## config.mk

```make
export PLATFORM = sky130hd
export DESIGN_NAME = sync_fifo_param
export DESIGN_NICKNAME = d
export VERILOG_FILES = /design/src/rtl/fifo_pkg.sv /design/src/rtl/fifo_mem.sv /design/src/rtl/sync_fifo_param.sv
export SDC_FILE = /design/constraint.sdc
export NUM_CORES = 1
export LEC_CHECK = 0
export ABC_AREA = 1
export CORE_MARGIN = 8
export CORE_UTILIZATION = 55
export CTS_CLUSTER_DIAMETER = 100
export DETAILED_ROUTE_END_ITERATION = 10
export GPL_TIMING_DRIVEN = 1
export PLACE_DENSITY = 0.75
export SETUP_SLACK_MARGIN = 0.3
export SYNTH_ARGS = -nofsm -noshare
export SYNTH_HDL_FRONTEND = slang
export SYNTH_HIERARCHICAL = 1
export SYNTH_SLANG_ARGS = --single-unit
export TNS_END_PERCENT = 5
```

## constraint.sdc

```tcl
create_clock -name clk -period 2 [get_ports clk]
set_clock_uncertainty 0.05 [all_clocks]
set_input_delay 0.2 -clock clk [delete_from_list [all_inputs] [get_ports clk]]
set_output_delay 0.2 -clock clk [all_outputs]
set_load 0.005 [all_outputs]
```

## src/rtl/fifo_pkg.sv

```systemverilog
// Shared types and defaults for the parametrised synchronous FIFO family.
// The typedefs describe the default 16-entry geometry; modules size their own vectors with cnt_w().
package fifo_pkg;

  localparam int DEF_DEPTH    = 16;
  localparam int DEF_PTR_W    = $clog2(DEF_DEPTH);
  localparam int DEF_CNT_W    = DEF_PTR_W + 1;
  localparam int DEF_AF_LEVEL = DEF_DEPTH - 2;
  localparam int DEF_AE_LEVEL = 2;

  typedef logic [DEF_PTR_W-1:0] ptr_t;
  typedef logic [DEF_CNT_W-1:0] cnt_t;

  typedef enum logic {
    STD  = 1'b0,
    FWFT = 1'b1
  } rd_mode_e;

  // Count needs one extra bit over the pointer so that DEPTH itself is representable.
  function automatic int cnt_w(input int depth);
    return $clog2(depth) + 1;
  endfunction

endpackage

```

## src/rtl/fifo_mem.sv

```systemverilog
// FIFO storage: synchronous write port, asynchronous read port addressed by the read pointer.
module fifo_mem #(
  parameter int WIDTH = 8,
  parameter int DEPTH = 16
) (
  input  logic                     clk,
  input  logic                     wr_en_i,
  input  logic [$clog2(DEPTH)-1:0] wr_addr_i,
  input  logic [WIDTH-1:0]         wr_data_i,
  input  logic [$clog2(DEPTH)-1:0] rd_addr_i,
  output logic [WIDTH-1:0]         rd_data_o
);

  logic [WIDTH-1:0] mem_q [DEPTH];

  // Contents are deliberately not reset; validity is tracked by the pointers.
  always_ff @(posedge clk) begin
    if (wr_en_i) mem_q[wr_addr_i] <= wr_data_i;
  end

  assign rd_data_o = mem_q[rd_addr_i];

endmodule

```

## src/rtl/sync_fifo_param.sv

```systemverilog
// Single-clock FIFO with registered level flags, occupancy count, sticky error flags
// and a selectable standard or first-word-fall-through read port.
module sync_fifo_param #(
  parameter int WIDTH    = 8,
  parameter int DEPTH    = fifo_pkg::DEF_DEPTH,
  parameter int AF_LEVEL = DEPTH - 2,
  parameter int AE_LEVEL = fifo_pkg::DEF_AE_LEVEL,
  parameter int FWFT     = 0
) (
  input  logic                   clk,
  input  logic                   rst,
  input  logic                   wr,
  input  logic                   rd,
  input  logic [WIDTH-1:0]       din,
  output logic [WIDTH-1:0]       dout,
  output logic                   empty,
  output logic                   full,
  output logic                   almost_empty,
  output logic                   almost_full,
  output logic [$clog2(DEPTH):0] count,
  output logic                   overflow,
  output logic                   underflow
);
  import fifo_pkg::*;

  localparam int       PW   = $clog2(DEPTH);
  localparam int       CW   = cnt_w(DEPTH);
  localparam rd_mode_e MODE = (FWFT != 0) ? fifo_pkg::FWFT : fifo_pkg::STD;

  logic [PW-1:0]    wr_ptr_q, wr_ptr_d, rd_ptr_q, rd_ptr_d;
  logic [CW-1:0]    count_q, count_d;
  logic [WIDTH-1:0] dout_q, dout_d, mem_rdata;
  logic             empty_q, full_q, ae_q, af_q, ovf_q, udf_q;
  logic             wr_ok, rd_ok;

  fifo_mem #(.WIDTH(WIDTH), .DEPTH(DEPTH)) u_mem (
    .clk       (clk),
    .wr_en_i   (wr_ok),
    .wr_addr_i (wr_ptr_q),
    .wr_data_i (din),
    .rd_addr_i (rd_ptr_q),
    .rd_data_o (mem_rdata)
  );

  // A write into a full FIFO is still accepted when a read frees a slot on the same edge.
  always_comb begin
    rd_ok    = rd & ~empty_q;
    wr_ok    = wr & (~full_q | rd_ok);
    wr_ptr_d = wr_ptr_q;
    rd_ptr_d = rd_ptr_q;
    count_d  = count_q;
    dout_d   = dout_q;
    if (wr_ok) wr_ptr_d = wr_ptr_q + 1'b1;
    if (rd_ok) rd_ptr_d = rd_ptr_q + 1'b1;
    if (wr_ok && !rd_ok)      count_d = count_q + 1'b1;
    else if (rd_ok && !wr_ok) count_d = count_q - 1'b1;
    // In FWFT mode the register tracks the visible head so it can be held once empty.
    if (MODE == fifo_pkg::STD) begin
      if (rd_ok) dout_d = mem_rdata;
    end else begin
      if (!empty_q) dout_d = mem_rdata;
    end
  end

  always_ff @(posedge clk) begin
    if (!rst) begin
      wr_ptr_q <= '0;
      rd_ptr_q <= '0;
      count_q  <= '0;
      dout_q   <= '0;
      empty_q  <= 1'b1;
      full_q   <= 1'b0;
      ae_q     <= 1'b1;
      af_q     <= 1'b0;
      ovf_q    <= 1'b0;
      udf_q    <= 1'b0;
    end else begin
      wr_ptr_q <= wr_ptr_d;
      rd_ptr_q <= rd_ptr_d;
      count_q  <= count_d;
      dout_q   <= dout_d;
      empty_q  <= (count_d == '0);
      full_q   <= (count_d == CW'(DEPTH));
      ae_q     <= (count_d <= CW'(AE_LEVEL));
      af_q     <= (count_d >= CW'(AF_LEVEL));
      ovf_q    <= ovf_q | (wr & ~wr_ok);
      udf_q    <= udf_q | (rd & ~rd_ok);
    end
  end

  assign dout         = (MODE == fifo_pkg::FWFT && !empty_q) ? mem_rdata : dout_q;
  assign empty        = empty_q;
  assign full         = full_q;
  assign almost_empty = ae_q;
  assign almost_full  = af_q;
  assign count        = count_q;
  assign overflow     = ovf_q;
  assign underflow    = udf_q;

endmodule

```

---- Word level (Yosys, flattened, before mapping) ----
Memory sizes are Yosys's and may differ from the RTL's. A register that Yosys moved wholly into a read port is not among the register bits.
Index checks and enable logic that the tools add are counted.
Widths: inputs -> output; s select.
operators by class
  add/sub/neg operators ................... 4
  magnitude comparators ................... 2
  equal/unequal tests ..................... 1
  mux-type cells .......................... 4
  bitwise operators ....................... 11
  reduce and logical (&&, ||, !) cells .... 6
operators by type and width
  cell                 count
  $mux 5               2
  $add 4x1->4 const B  2
  $add 5x1->5 const B  1
  $eq 5x5->1 const B   1
  $ge 5x4->1 const B   1
  $le 5x2->1 const B   1
  $logic_not 5->1      1
  $sub 5x1->5 const B  1
  $and 1x1->1          4
  $not 1->1            4
  $logic_not 1->1      3
  $or 1x1->1           3
  $logic_and 1x1->1    2
  $mux 1               2
storage, ports and cells
  flip-flop bits (word level) ............. 19
  bits in writable memories ............... 128
  bits of input ports ..................... 12
  output and inout port bits .............. 19
  memories kept ........................... 1
memory list
  memory       depth  bits a word  read ports  clocked after memory_dff  wr ports  RTL line        source
  u_mem.mem_q  16     8            1           1                         1         fifo_mem.sv:14  logic [WIDTH-1:0] mem_q [DEPTH];

---- Depth between registers and ports, before layout ----
Gate-level depths: netlist (run 1).
  depth in word-level cells ............... 9
  mapped depth ............................ 11

---- Hierarchy ----
The synthesis (run 1) kept the hierarchy.
modules (own cells, without submodules)
  module           times used  cells an instance  area an instance (um^2)
  fifo_mem         1           543                5606.6
  sync_fifo_param  1           171                1251.2

---- Worst setup path after synthesis (run 1) ----
Ideal clock, no wire load.
  kind .................................... reg2reg
  from .................................... register empty_q (netlist: empty)
  to ...................................... memory u_mem.mem_q[12][0] (enable)
  library setup time ...................... 0.370 ns
  arrival ................................. 1.280 ns
  setup slack ............................. 0.300 ns
  stages on the path, launching flop included .. 8
  path buffers ............................ 0
  cells stage by stage .................... dfxtp_1 inv_2 nand2_4 nand2_1 nand2_1 inv_1 nand3_1 nor2_1
between the ends
  cells in the longest elaborated chain, start to end .. 6
RTL lines
  what                          RTL line               source
  from (decl)                   sync_fifo_param.sv:33  logic empty_q, full_q, ae_q, af_q, ovf_q, udf_q;
  from (signal assigned)        sync_fifo_param.sv:82  empty_q <= (count_d == '0);
  $not 1->1                     sync_fifo_param.sv:47  rd_ok = rd & ~empty_q;
  $and 1x1->1                   sync_fifo_param.sv:47
  $or 1x1->1                    sync_fifo_param.sv:48  wr_ok = wr & (~full_q | rd_ok);
  $and 1x1->1                   sync_fifo_param.sv:48
  net wr_ok                     sync_fifo_param.sv:34  logic wr_ok, rd_ok;
  $mux 1                        fifo_mem.sv:18         if (wr_en_i) mem_q[wr_addr_i] <= wr_data_i;
  $mux 1 (implied by the code)  fifo_mem.sv:18
  to (decl)                     fifo_mem.sv:14
The timed path passes the listed nets, and every way through them passes these cells.

---- Worst setup path after layout (run 1) ----
  from .................................... register empty_q (netlist: empty)
  to ...................................... memory u_mem.mem_q[7][3] (enable)
The elaborated chain is that of the path after synthesis.

==> results.toml, run 1 <==
[global_routing]
grt_overflow = 0
grt_pass1_vias = 4952
grt_first_pass_wirelength_um = 25500
grt_util_all_layers_pct = 20.6
grt_max_degree = 65
grt_use_met2_pct = 34.4
grtUsageMet1_pct = 25.4
globalRoute.busiestLayer = "met2"
antenna_found_initial = 0
met3_usage_pct = 5.37

[critical_path]
rr_worst_depth = 8
startpoint_type = "flop"
path_max_fanout = 8
worstSetupEndpointType = "flop"
ff2ff_setup_slack_ns = 0.34
path_class = "reg2reg"
worstReg2RegEnd = "u_mem/mem_q[7][3]"
cp.required_ns = 2.09
crit-reg2reg-launch = "empty"
crit_arrival_ns = 1.74

[synthesis]
ys_ff_latch = 155
synthCells = 714
yosys_warnings = 6
avgSynthCellArea_um2 = 9.60
seq_area_frac_synth_pct = 63.9
ys_types = 29
synth_nets = 730
netlist_area_mm2 = 0.00686

[layout]
fill_cells = 913
final_common_cell = "nand2_1"
most-common-layout-cells = "nand2_1 (202), edfxtp_1 (128), inv_1 (116), nand3_1 (107), nor2_1 (50)"
layout.cells.non_filler = 950
final_cell_area_mm2 = 0.00811
area_growth_pct = 18.3
drive_gt1_share_pct = 11.0
num_antenna_cells = 0
nets = 785

[sta]
worst_pin_slew_ns = 0.554
max_freq_mhz = 603
period_share_pct = 82.9
finalSetupViolCount = 0
rsz0062_at_grt = "true"
slew_headroom_pct = 63.0
post-route-min-period_ns = 1.66
slew_viol_final = 0
setup_ws_ns = 0.343
finalHoldViolations = 0
final.setup.tns_ns = 0

[floorplan]
die_h_um = 128
num_io_pins = 31
dieArea_mm2 = 0.0163
num_rows = 40
initial_core_util_pct = 56.6
dieWidth_um = 128
core_mm2 = 0.0121

[cts]
cts_tree = "built"
cts_buffers = 17
clk_latency_ns = 0.43
post_cts_buffers = 0
clkSlewWorstSetupHoldPaths_ns = 0.06
cts_buffer_depth = 2
cts.htree.levels = 4
clock-sinks = 155
clockRootBuffer = "clkbuf_16"

[placed_design]
placed_area_mm2 = 0.00750
port_buffers = 30
placed_cells = 918
gp_congestion = 0.932
pre_cts_ws_ns = -0.0453
place.detailed.hpwl_um = 10500

[detailed_routing]
firstDrtPassIters = 6
wire_per_inst_um = 16.7
postRouteAntennaNets = 0
num_vias = 5022
drc = 0
drt_iter0_drc = 647
viasPerCell = 5.29
wl_um = 15800

[pwr]
vdd_ir_drop_max_mv = 0.669
power_density_mw_per_mm2 = 956
p_total_mw = 7.75
p_leak_nw = 3.49

[min_path]
min_path_type = "reg2reg"
whs_endpoint = "underflow"
whs_path_depth = 2
hp-start = "underflow"

[run_status]
status = "complete, no violations"

[job]
drv_cap = 0
==> cells in the mapped netlist <==
cell | count | area, um^2
nand2_1 | 203 | 762
edfxtp_1 | 128 | 3840
inv_1 | 117 | 439
nand3_1 | 107 | 536
nor2_1 | 50 | 188
dfxtp_1 | 27 | 541
buf_2 | 15 | 75.1
o21ai_0 | 12 | 60.1
a21oi_1 | 7 | 35.0
buf_6 | 7 | 78.8
nand2_2 | 6 | 37.5
inv_2 | 5 | 18.8
buf_4 | 4 | 30.0
ha_1 | 4 | 50.1
clkbuf_1 | 2 | 7.51
nand3b_1 | 2 | 15.0
nand4_1 | 2 | 12.5
nor2_2 | 2 | 12.5
nor3_1 | 2 | 10.0
o21a_1 | 2 | 15.0
xor2_1 | 2 | 17.5
and3_1 | 1 | 6.26
buf_1 | 1 | 3.75
clkinv_2 | 1 | 5.00
nand2_4 | 1 | 11.3
nand3_2 | 1 | 10.0
nand3_4 | 1 | 17.5
nor2_4 | 1 | 11.3
xnor2_1 | 1 | 8.76
==> area by class of cell <==
| class | count | area [um^2] | share of cell area (%) |
|---|---|---|---|
| clock buffers | 20 | 437 | 5.38 |
| multi-input cells | 407 | 1820 | 22.4 |
| inverters | 123 | 463 | 5.71 |
| well taps | 168 | 210 | 2.59 |
| repair buffers | 65 | 626 | 7.71 |
| clock inverters | 12 | 173 | 2.13 |
| flip-flops and latches | 155 | 4390 | 54.1 |
==> where the power goes <==
group	switching (mW)	leakage (nW)	total [mW]	internal (mW)
Clock	1.22	0.284	3.29	2.08
Combinational	0.528	1.83	0.837	0.309
Sequential	0.0508	1.38	3.62	3.57
==> state kept, by name, summed over array words and instances, names as in the netlist <==
register,flops
dout,8
almost_full,1
full,1
almost_empty,1
empty,1
underflow,1
count,5
overflow,1
u_mem/mem_q,128
wr_ptr_q,4
rd_ptr_q,4
==> worst max-delay path, cell delays in order (launching register included) <==
cell and delay (ns):
dfxtp_1 0.33, inv_2 0.07, nand2_4 0.04, nand2_1 0.08
nand2_2 0.09, inv_2 0.13, nand3b_1 0.20, nor2_1 0.18
buf_4 0.18
==> worst max path at each step <==
stage	start	end	slack, ns	cells past startpoint
floorplan	empty	u_mem/mem_q[12][0]	0.30	7
global placement	rd	u_mem/mem_q[7][5]	-0.04	8
detailed placement	rd	u_mem/mem_q[4][7]	-0.05	8
CTS	empty	u_mem/mem_q[7][3]	0.27	8
global route	rd_ptr_q[0]	dout[3]	0.27	9
finish	empty	u_mem/mem_q[7][3]	0.34	8
==> cells by family after synthesis <==
| logic type | after synthesis | synth area share (%) |
|---|---|---|
| buf+inv | 152 | 9.60 |
| compound gates | 21 | 1.61 |
| fa+ha+maj | 4 | 0.730 |
| flops | 155 | 63.9 |
| simple gates | 379 | 23.8 |
| xor+xnor | 3 | 0.383 |
==> timing repair <==
action                     CTS  global route
setup endpoints to repair   10           128
pin swaps                    0             1
hold buffers                 0             0
gates resized for setup      1             3
==> layer usage <==
| layer | part of all wire [%] | routed length [um] |
|---|---|---|
| met3 | 9.7 | 1540 |
| met4 | 2.0 | 309 |
| met1 | 40 | 6380 |
| met2 | 48 | 7610 |
| met5 | 0 | 0 |
==> through the flow <==
step | hold slack (ns) | util [%]
2_1_floorplan | 0.249 | -
3_3_place_gp | 0.400 | 61.9
3_5_place_dp | 0.414 | 61.9
4_1_cts | 0.423 | 67.0
5_1_grt | 0.463 | 67.0
6_report | 0.419 | 67.0
Note: power is estimated with default switching activity, not from simulation.
==> run 2, diff against run 1 <==
--- a/config.mk
+++ b/config.mk
@@ -7,11 +7,11 @@
 export LEC_CHECK = 0
 export ABC_AREA = 1
 export CORE_MARGIN = 8
-export CORE_UTILIZATION = 55
+export CORE_UTILIZATION = 54
 export CTS_CLUSTER_DIAMETER = 100
 export DETAILED_ROUTE_END_ITERATION = 10
 export GPL_TIMING_DRIVEN = 1
-export PLACE_DENSITY = 0.75
+export PLACE_DENSITY = 0.76
 export SETUP_SLACK_MARGIN = 0.3
 export SYNTH_ARGS = -nofsm -noshare
 export SYNTH_HDL_FRONTEND = slang
==> constraint.sdc (replaced) <==
create_clock -name clk -period 1.4 [get_ports clk]
set_clock_uncertainty 0.05 [all_clocks]
set_input_delay 0.14 -clock clk [delete_from_list [all_inputs] [get_ports clk]]
set_output_delay 0.14 -clock clk [all_outputs]
set_load 0.005 [all_outputs]
==> run 2 against run 1 <==
Net effect: the flow now finishes with violations (negative setup slack); count of clock-buffer cells in the layout shrank 3; clock power up 32%; first-iteration DRC count is 14% lower; critical path depth up 1; cell area grew 12%; routed wire length is 11% higher; global-route usage grew 2.0 points; core utilization increased by 5.6 points; die area is 1.6% higher; non-clock buffer count is 40 higher; cell count is 4.5% higher; combinational power is 110% higher; largest power group unchanged.
==> results.toml, run 2 (synthesized netlist as in run 1, its figures left out) <==
[run_status]
status = "complete, but fails checks"
violations = "negative setup slack"

[cts]
cts_tree = "built"
clk_latency_ns = 0.43
cts_buffer_depth = 2
clkSlewWorstSetupHoldPaths_ns = 0.06
clock-sinks = 155
cts_buffers = 17
ctsHoldBuffers = 0
clockRootBuffer = "clkbuf_16"
cts.htree.levels = 4

[critical_path]
crit_chain = "buf_12 -> buf_16 -> nand2_2 -> nand3_2 -> nand3_2 -> nand3_2 -> nand2_1 -> o21ai_2 -> nor2_1"
crit_family = "simple AND/OR/NAND/NOR gates"
worstSetupEndpointType = "flop"
path_class = "reg2reg"
path_max_fanout = 6
startpoint_type = "flop"
cp_slowest_cell = "dfxtp_4"
critPathMaxStageDelay_ns = 0.42
crit_top_cell = "nand3_2"
path_buf_inv = 2
crit_arrival_ns = 1.78
cp.required_ns = 1.66

[layout]
drive_gt1_share_pct = 28.5
final_core_util_pct = 72.6
area_growth_pct = 32.5
nets = 825
final_common_cell = "nand2_1"
fill_cells = 810
largest_reg_flops = 128
num_antenna_cells = 0
largest-register = "u_mem/mem_q"
most-common-layout-cells = "nand2_1 (187), edfxtp_1 (128), inv_1 (115), nand3_1 (68), buf_4 (43)"

[sta]
finalSetupViolCount = 116
max_freq_mhz = 658
post-route-min-period_ns = 1.52
setup_ws_ns = -0.120
worst_pin_slew_ns = 0.387
slew_viol_final = 0
period_share_pct = 109
finalHoldViolations = 0
slew_headroom_pct = 74.2
rsz0062_at_grt = "true"

[detailed_routing]
postRouteAntennaNets = 0
wl_um = 17700
wire_per_inst_um = 17.8
viasPerCell = 5.42
drc = 0
firstDrtPassIters = 6
drt_iter0_drc = 555
num_vias = 5384

[pwr]
power_density_mw_per_mm2 = 1240
p_leak_nw = 3.90
vdd_ir_drop_max_mv = 1.04

[global_routing]
grt_pass1_vias = 5362
antenna_found_initial = 0
grt_util_all_layers_pct = 22.6
grt_max_degree = 31
grt_first_pass_wirelength_um = 27900
grt_overflow = 0

[floorplan]
num_rows = 41
initial_core_util_pct = 54.8
dieWidth_um = 129
dieArea_mm2 = 0.0166
core_mm2 = 0.0125
die_h_um = 129
num_io_pins = 31

[placed_design]
place.detailed.hpwl_um = 10800
gp_congestion = 0.937
pre_cts_ws_ns = -0.474
port_buffers = 30

[min_path]
min_path_type = "in2reg"

[job]
drv_cap = 0
==> run 2: final timing paths <==
kind / end / start / cells past startpoint / slack (ns)
setup reg to reg: dout[0] / rd_ptr_q[0] / 9 / -0.12
hold reg to reg: underflow / underflow / 2 / 0.41
hold / removal: u_mem/mem_q[14][2] / din[2] / 2 / 0.39
setup / recovery: dout[0] / rd_ptr_q[0] / 9 / -0.12
==> run 2: through the flow <==
step / area (um^2) / TNS (ns) / instances / total power [mW] / hold WS, ns
2_1_floorplan: 6960 / -12.89 / 714 / 6.01 / 0.189
3_3_place_gp: 7850 / -54.47 / 948 / 6.57 / 0.400
3_5_place_dp: 7850 / -56.01 / 948 / 6.60 / 0.420
4_1_cts: 9000 / -9.21 / 992 / 11.2 / 0.380
5_1_grt: 9090 / -17.95 / 993 / 11.6 / 0.404
6_report: 9090 / -7.55 / 993 / 11.2 / 0.394
==> run 2: metal layers <==
metal | track usage (%) | up-vias | part of all wire, %
met3 | 5.88 | 70 | 9.2
met1 | 25.9 | 2542 | 37
met2 | 37.5 | 284 | 49
met4 | 13.8 | 0 | 4.9
li1 | - | 2488 | -
met5 | 0 | - | 0
==> run 2: cell type report <==
class / instances / area, um^2 / area share [%]
Clock buffer: 17 / 425 / 4.68
Clock inverter: 14 / 131 / 1.45
Inverter: 123 / 478 / 5.26
Multi-Input combinational cell: 407 / 2220 / 24.5
Sequential cell: 155 / 4410 / 48.5
Tap cell: 172 / 215 / 2.37
Timing Repair Buffer: 105 / 1210 / 13.3
==> run 2: power breakdown <==
group	switching [mW]	internal, mW
registers	0.0769	5.11
logic	0.980	0.757
clock network	1.75	2.58
total	2.81	8.44
==> run 2: repair_timing <==
item,in CTS,in global routing
endpoints found under the setup margin,171,169
pin swaps,21,7
setup buffers,6,1
gates resized for setup,167,25
gates cloned,7,0
